`config.mk`:
```
export PLATFORM = sky130hd
export DESIGN_NAME = adder64_pipe
export DESIGN_NICKNAME = d
export VERILOG_FILES = /design/src/rtl/adder64_pkg.sv /design/src/rtl/adder64_slice.sv /design/src/rtl/adder64_pipe.sv
export SDC_FILE = /design/constraint.sdc
export NUM_CORES = 1
export LEC_CHECK = 0
export ABC_AREA = 0
export CAP_MARGIN = 15
export CORE_UTILIZATION = 36
export CTS_BUF_LIST = sky130_fd_sc_hd__clkbuf_8
export CTS_CLUSTER_SIZE = 40
export DETAILED_ROUTE_END_ITERATION = 10
export DONT_BUFFER_PORTS = 1
export GPL_ROUTABILITY_DRIVEN = 0
export MAX_ROUTING_LAYER = met4
export PLACE_DENSITY = 0.59
export SLEW_MARGIN = 20
export SYNTH_ARGS = -nofsm -noshare
export SYNTH_HDL_FRONTEND = slang
export SYNTH_SLANG_ARGS = --single-unit
```
`constraint.sdc`:
```
create_clock -name clk -period 3.7 [get_ports clk]
set_clock_uncertainty 0.05 [all_clocks]
set_input_delay 0.37 -clock clk [delete_from_list [all_inputs] [get_ports clk]]
set_output_delay 0.37 -clock clk [all_outputs]
set_load 0.05 [all_outputs]
```
`src/rtl/adder64_pkg.sv`:
```
// Shared constants for the pipelined adder: default operand/slice widths and stage count.
package adder64_pkg;

    localparam int DATA_WIDTH_DEF = 64;
    localparam int STG_WITCH_DEF  = 16;

    function automatic int nstg(input int data_width, input int stg_witch);
        return data_width / stg_witch;
    endfunction

    localparam int NSTG_DEF = nstg(DATA_WIDTH_DEF, STG_WITCH_DEF);

endpackage

```
`src/rtl/adder64_slice.sv`:
```
// One carry-chain slice of the pipelined adder: purely combinational W-bit add with carry in/out.
module adder64_slice
    import adder64_pkg::*;
#(
    parameter int W = STG_WITCH_DEF
) (
    input  logic [W-1:0] a,
    input  logic [W-1:0] b,
    input  logic         cin,
    output logic [W-1:0] sum,
    output logic         cout
);

    assign {cout, sum} = {1'b0, a} + {1'b0, b} + {{W{1'b0}}, cin};

endmodule

```
`src/rtl/adder64_pipe.sv`:
```
// Pipelined unsigned adder, one register stage per STG_WITCH-bit slice; latency NSTG cycles.
// Build option ADDER64_HOLD_EN: stage data registers load only when that stage carries a valid.
module adder64_pipe
    import adder64_pkg::*;
#(
    parameter int DATA_WIDTH = DATA_WIDTH_DEF,
    parameter int STG_WITCH  = STG_WITCH_DEF
) (
    input  logic                  clk,
    input  logic                  rst_n,
    input  logic                  i_en,
    input  logic [DATA_WIDTH-1:0] adda,
    input  logic [DATA_WIDTH-1:0] addb,
    output logic [DATA_WIDTH:0]   result,
    output logic                  o_en
);

    localparam int NSTG = nstg(DATA_WIDTH, STG_WITCH);
    localparam int W    = STG_WITCH;

    logic [NSTG-1:0]       v_q;
    logic [NSTG-1:0]       ld;
    logic [NSTG-1:0]       c_w;
    logic [DATA_WIDTH-1:0] sum_w;

    always_ff @(posedge clk or negedge rst_n) begin
        if (!rst_n) begin
            v_q <= '0;
        end else begin
            v_q[0] <= i_en;
            for (int s = 1; s < NSTG; s++) begin
                v_q[s] <= v_q[s-1];
            end
        end
    end

    // ld[s] is the load enable of every register that lives in stage s.
    always_comb begin
`ifdef ADDER64_HOLD_EN
        ld    = '0;
        ld[0] = i_en;
        for (int s = 1; s < NSTG; s++) begin
            ld[s] = v_q[s-1];
        end
`else
        ld = '1;
`endif
    end

    for (genvar j = 0; j < NSTG; j++) begin : g_stg
        logic [W-1:0] a_op;
        logic [W-1:0] b_op;
        logic [W-1:0] s_d;
        logic         cin;
        logic         cout_d;
        logic         c_q;
        logic [W-1:0] s_dly_q [NSTG-j];

        if (j == 0) begin : g_first
            assign a_op = adda[W-1:0];
            assign b_op = addb[W-1:0];
            assign cin  = 1'b0;
        end else begin : g_skew
            // Operand slice j waits j cycles so it meets the carry from slice j-1.
            logic [W-1:0] a_dly_q [j];
            logic [W-1:0] b_dly_q [j];

            always_ff @(posedge clk or negedge rst_n) begin
                if (!rst_n) begin
                    for (int m = 0; m < j; m++) begin
                        a_dly_q[m] <= '0;
                        b_dly_q[m] <= '0;
                    end
                end else begin
                    if (ld[0]) begin
                        a_dly_q[0] <= adda[j*W +: W];
                        b_dly_q[0] <= addb[j*W +: W];
                    end
                    for (int m = 1; m < j; m++) begin
                        if (ld[m]) begin
                            a_dly_q[m] <= a_dly_q[m-1];
                            b_dly_q[m] <= b_dly_q[m-1];
                        end
                    end
                end
            end

            assign a_op = a_dly_q[j-1];
            assign b_op = b_dly_q[j-1];
            assign cin  = c_w[j-1];
        end

        adder64_slice #(.W(W)) u_slice (
            .a    (a_op),
            .b    (b_op),
            .cin  (cin),
            .sum  (s_d),
            .cout (cout_d)
        );

        // Slice sum then rides a deskew line so all slices reach the output together.
        always_ff @(posedge clk or negedge rst_n) begin
            if (!rst_n) begin
                c_q <= 1'b0;
                for (int m = 0; m < NSTG - j; m++) begin
                    s_dly_q[m] <= '0;
                end
            end else begin
                if (ld[j]) begin
                    c_q        <= cout_d;
                    s_dly_q[0] <= s_d;
                end
                for (int m = 1; m < NSTG - j; m++) begin
                    if (ld[j+m]) begin
                        s_dly_q[m] <= s_dly_q[m-1];
                    end
                end
            end
        end

        assign c_w[j]          = c_q;
        assign sum_w[j*W +: W] = s_dly_q[NSTG-j-1];
    end

    assign result = {c_w[NSTG-1], sum_w};
    assign o_en   = v_q[NSTG-1];

endmodule

```
==> metrics.txt <==
share of power burned in registers=57.2%; Mapped Area=0.0122 mm^2; DR vias/cell=around 4.5; Residual DRC=0; WP depth=8; Post-synth EDFFs=0; violated checks=hold timing; row cnt=66; Comb power frac=7.4%; Die Span X=between 150 and 200 um; antenna-violating nets left=0; Mapped Cells=around 780; via count=between 6000 and 7000; hold crit path type=primary input to asynchronous set/reset pin; RR Endpoint=g_stg[2].s_dly_q[28]; worst vdd ir=0.425 mV; WP data required=4.17 ns; dpl cell area=0.0123 mm^2; post-layout util=~45%; Yosys cell types=48; # Post-CTS Setup Buffers=0; drt wl/cell=about 15 um; asr flop ratio synth=100%; Filler Cell Count=approximately 3000; Worst-Skew Late Latency=0.59 ns; final wirelength=20800 um; root buffer cell=clkbuf_8; Clock Tree Buf Depth=3; CTS clk-pin slew, worst paths=roughly 0.060 ns; Min Clock Period, post-route=3.15 ns; top-count cell post-synth=dfrtp_1; post-synthesis sequential area ratio=between 70 and 80%; Core Region=approximately 0.033 mm^2; worst-path cell chain=fa_1, fa_1, a211o_1, a211o_1, a21o_1, or4_4, a21oi_2, xnor2_1; DP Wirelength=around 13000 um; GRT overflow=0; Net Sw Frac=around 28%; Design Area, Final=between 0.01 and 0.015 mm^2; Pleak=6.61 nW; Fmax=between 300 and 400 MHz; worst r2r path cells=8; drt first pass iters=5; Die ar.=~0.035 mm^2; startpoint types=register; Area contributors post-synth=dfrtp_1, ha_1, buf_4, xnor2_1, a21oi_1; share of layout cells above drive strength 1=9.19%; Die Ht=around 190 um; H-tree depth=2; largest net degree at the start of global routing=about 360; first-pass GRT wire length=around 34000 um; vias in the first global route=approximately 6700; CP max FO=4; Fin Hold WS=-0.570 ns; synthesized area per cell=15.7 um^2; final net count=approximately 1100; pwr/cell area=612 mW/mm^2; Clock Power Share=between 30% and 40%; fraction of the cycle the final worst path needs=~85%; setup TNS=0 ns; RSZ-0062 raised after global routing=false; Worst R2R Setup Slack=~0.55 ns; I/O Pins=197; max-slew violations=0; kind of critical path=register to register; critical path's top delay family=compound AO/OA/AOI/OAI gates; Num Clock Sinks=360; Least-Margin Pin Slew=0.536 ns; CP Buf/Inv Count=0; All-Layer GR Usage=12.9%; number of synthesized register bits=360; # hold bufs at CTS=~130; Finish-stage setup viols=0; syn nets=between 900 and 1000; crit path DAT=roughly 3.6 ns; TritonCTS clock tree=yes; Pint=~6.5 mW; Most used DFF post-synth=dfrtp_1; area grow syn2layout=21.0%; total of max-cap violations=0; switching power=between 2 and 2.5 mW; CP peak stage delay=between 0.4 and 0.5 ns; Initial Util=around 37%; Resized cells post-CTS=0; initial DRC count=297; IO Port Bufs=0; Crit. End Element=register; area leader, netlist=dfrtp_1; Yosys top cell area share=roughly three quarters; FF-to-FF Start=g_stg[1].c_q; CTS buffer count=between 50 and 60; slowest CP cell=fa_1; initial antenna violation count=3; synth cell count leaders=dfrtp_1, ha_1, buf_4; Rel. slew slack=~64%; Final Hold Fails=360; status=finished, violations left; Synthesis Warnings=0
[final cells by class]
| class | instances | area [um^2] | share of cell area [%] |
|---|---|---|---|
| Tap cell | 442 | 553 | 3.75 |
| Antenna cell | 2 | 5.00 | 0.0340 |
| Clock buffer | 71 | 977 | 6.63 |
| Timing Repair Buffer | 127 | 1270 | 8.63 |
| Sequential cell | 360 | 9010 | 61.2 |
| Multi-Input combinational cell | 355 | 2750 | 18.7 |
| Inverter | 9 | 33.8 | 0.229 |
| Clock inverter | 25 | 130 | 0.883 |
[metrics by stage]
| step | power [mW] | hold slack [ns] | worst slack [ns] | std cells |
|---|---|---|---|---|
| 6_report | 9.01 | -0.570 | 0.549 | 1391 |
| 5_1_grt | 9.50 | -0.638 | 0.370 | 1391 |
| 3_5_place_dp | 5.78 | 0.0324 | 0.600 | 1166 |
| 3_3_place_gp | 5.76 | 0.0299 | 0.638 | 1166 |
| 4_1_cts | 9.19 | -0.654 | 0.578 | 1389 |
| 2_1_floorplan | 5.74 | 0.0244 | 0.788 | 775 |
[sequential cells by signal (all words and copies together) (netlist names)]
name                  flops
g_stg.a_op               48
g_stg.b_op               48
g_stg.c_q                 4
g_stg.g_skew.a_dly_q     48
g_stg.g_skew.b_dly_q     48
g_stg.s_dly_q           112
result                   48
v_q                       4
[per-layer routing]
metal	wire (um)	track usage [%]	vias to the layer above
met5	0	-	-
met4	533	7.11	0
met3	1480	4.19	49
met2	10100	20.2	203
met1	8640	14.8	3142
li1	-	-	2910
[cells by family after synthesis]
family          count (synthesis)  share of synthesized area [%]
compound gates                156                           8.15
fa+ha+maj                      68                           7.42
mux                             1                         0.0925
buf+inv                        60                           3.36
flops                         360                           74.0
xor+xnor                       51                           3.67
simple gates                   79                           3.26
[cell usage in the layout (no fill, tap or decap), types with 8 or more instances in the layout]
cell type / n
xnor2_1: 35
a21o_1: 18
dlygate4sd3_1: 127
a31oi_1: 10
dfrtp_1: 360
inv_1: 25
nand4_1: 9
clkinv_2: 8
o21ai_1: 12
clkbuf_8: 71
nor2_1: 21
ha_1: 61
a211oi_1: 10
xor2_1: 16
a21oi_1: 46
o21ai_0: 19
nand2_1: 14
[worst reg2reg max path, stage by stage, from the launching register on]
cell     delay, ns
dfrtp_1       0.39
fa_1          0.48
fa_1          0.44
a211o_1       0.33
a211o_1       0.33
a21o_1        0.22
or4_4         0.48
a21oi_2       0.22
xnor2_1       0.14
[power by group through the flow]
stage	registers (mW)	logic, mW	clock network, mW
finish	5.15	0.663	3.20
global route	5.21	0.737	3.55
CTS	5.17	0.662	3.36
detailed placement	5.24	0.536	0
global placement	5.23	0.530	0
floorplan	4.72	1.01	0
[worst max path at each step]
| stage | startpoint | to | slack (ns) |
|---|---|---|---|
| finish | g_stg[1].c_q | g_stg[2].s_dly_q[28] | 0.55 |
| global route | g_stg[3].a_op[0] | g_stg[3].c_q | 0.37 |
| CTS | g_stg[1].c_q | g_stg[2].s_dly_q[28] | 0.58 |
| detailed placement | g_stg[1].c_q | g_stg[2].s_dly_q[28] | 0.60 |
| global placement | g_stg[1].c_q | g_stg[2].s_dly_q[28] | 0.64 |
| floorplan | g_stg[1].c_q | g_stg[2].s_dly_q[28] | 0.79 |
Power figures use the tool's default switching activity.
==> patch: new RTL, same flow settings <==
The package constant `STG_WITCH_DEF` goes from 16 to 32.
--- a/src/rtl/adder64_pkg.sv
+++ b/src/rtl/adder64_pkg.sv
@@ -2,7 +2,7 @@
 package adder64_pkg;
 
     localparam int DATA_WIDTH_DEF = 64;
-    localparam int STG_WITCH_DEF  = 16;
+    localparam int STG_WITCH_DEF  = 32;
 
     function automatic int nstg(input int data_width, input int stg_witch);
         return data_width / stg_witch;
Behaviour: not the same (Yosys sat finds a counterexample within 4 cycles, from zero or initial values and one cycle with rst_n low).
==> patch against the unedited design <==
  * The flow still finishes with violations (hold timing)
  * Clock power down 54%
  * Power shrank 46%
  * Area after synthesis fell by 37%
  * Final area down 40%
  * Sequential power down 47%
  * Routed wire length decreased by 18%
  * Sequential share of layout area decreased by 15 points
  * Setup slack got worse by 0.11 ns
  * First-iteration DRC count fell by 21%
  * Sequential cell count fell by 196
  * Critical endpoint is now g_stg[1].s_dly_q[26]
  * Largest cell class unchanged
  * Largest power group unchanged
==> patch: results (changes against the unedited design) <==
Clock slew at reported path FFs = 0.09 ns (was 0.06 ns)
First-pass GRT wire length = 27200 um (was 33600 um)
TritonCTS Buffers = 17 (was 58)
Longest Clk Path Bufs = 2 (was 3)
Via density = 5.23 (was 4.53)
Status = finished, violations left (unchanged)
Initial DRT Pass Iterations = 7 (was 5)
Complex-gate fraction of the synthesized area = 0.174 (was 0.0815)
Nets = 906 (was 1110)
Sequential area share after synthesis = 0.535 (was 0.740)
Worst skew pair latency = 0.44 ns (was 0.59 ns)
Share of layout cells above drive strength 1 = 0.0582 (was 0.0919)
Leakage dissipation = 3.99 nW (was 6.61 nW)
H-tree lvl count = 4 (was 2)
Hold WS = -0.430 ns (was -0.570 ns)
Drt total wl = 17000 um (was 20800 um)
Synth top area cells = dfrtp_1, ha_1, a21oi_1 (was dfrtp_1, ha_1, buf_4)
Tightest Pin Transition = 0.674 ns (was 0.536 ns)
Final hold vios = 164 (was 360)
Failing checks = hold timing (unchanged)
Overall Global Routing Usage = 0.164 (was 0.129)
Unique masters post-synth = 59 (was 48)
Initial drt markers = 234 (was 297)
Largest net degree at the start of global routing = 165 (was 361)
CP arrival = 3.58 ns (was 3.62 ns)
# fillers = 1971 (was 2956)
patch: cell type report:
cell class | count | area, um^2 | area share
Sequential cell | 164 | 4100 | 0.462
Multi-Input combinational cell | 441 | 3230 | 0.363
Timing Repair Buffer | 67 | 671 | 0.0755
Tap cell | 275 | 344 | 0.0387
Clock buffer | 18 | 248 | 0.0279
Clock inverter | 14 | 211 | 0.0238
Inverter | 18 | 67.6 | 0.00761
Antenna cell | 3 | 7.51 | 0.000845
patch: worst max-delay path: stages, from the launching register on:
cell      delay (ns)
dfrtp_1         0.39
fa_1            0.50
fa_1            0.43
a21oi_1         0.23
o221ai_1        0.26
o211ai_2        0.27
a211oi_1        0.20
o211a_1         0.29
or4b_1          0.46
nand4_1         0.10
patch: stage by stage:
step / hold WS [ns] / cells / instance area, um^2 / setup slack [ns]
2_1_floorplan: 0.0244 / 662 / 7670 / 0.812
3_3_place_gp: 0.0300 / 898 / 7740 / 0.502
3_5_place_dp: 0.0329 / 898 / 7740 / 0.481
4_1_cts: -0.477 / 997 / 8870 / 0.417
5_1_grt: -0.472 / 1000 / 8880 / 0.265
6_report: -0.430 / 1000 / 8880 / 0.439
patch: cell families after synthesis:
| logic type | after synthesis |
|---|---|
| AO/OA/AOI/OAI | 202 |
| flip-flops | 164 |
| AND/OR/NAND/NOR | 121 |
| adder cells (fa/ha/maj) | 66 |
| buffers and inverters | 57 |
| XOR/XNOR | 52 |
patch: layer usage:
metal  wire length (um)  part of all wire  vias to the layer above  track usage
met5                  0                 0                        -            -
met4                311             0.018                        0       0.0608
met3               1310             0.077                       22       0.0448
met2               8080              0.48                      219        0.264
met1               7290              0.43                     2540        0.195
li1                   -                 -                     2451            -
patch: path summary, 6_finish.rpt:
kind,end,cells after the start
setup / recovery,g_stg[1].s_dly_q[26],9
hold / removal,g_stg[1].a_op[15],0
setup reg to reg,g_stg[1].s_dly_q[26],9
hold reg to reg,result[16],0
max in group asynchronous,v_q[0],0
min in group clk,g_stg[0].s_dly_q[33],1
patch: power breakdown:
part	switching, mW	leakage, nW	total, mW	internal, mW
registers	0.685	1.91	2.73	2.04
clock network	0.693	0.230	1.47	0.777
logic	0.385	1.85	0.706	0.321
total	1.76	3.99	4.90	3.14
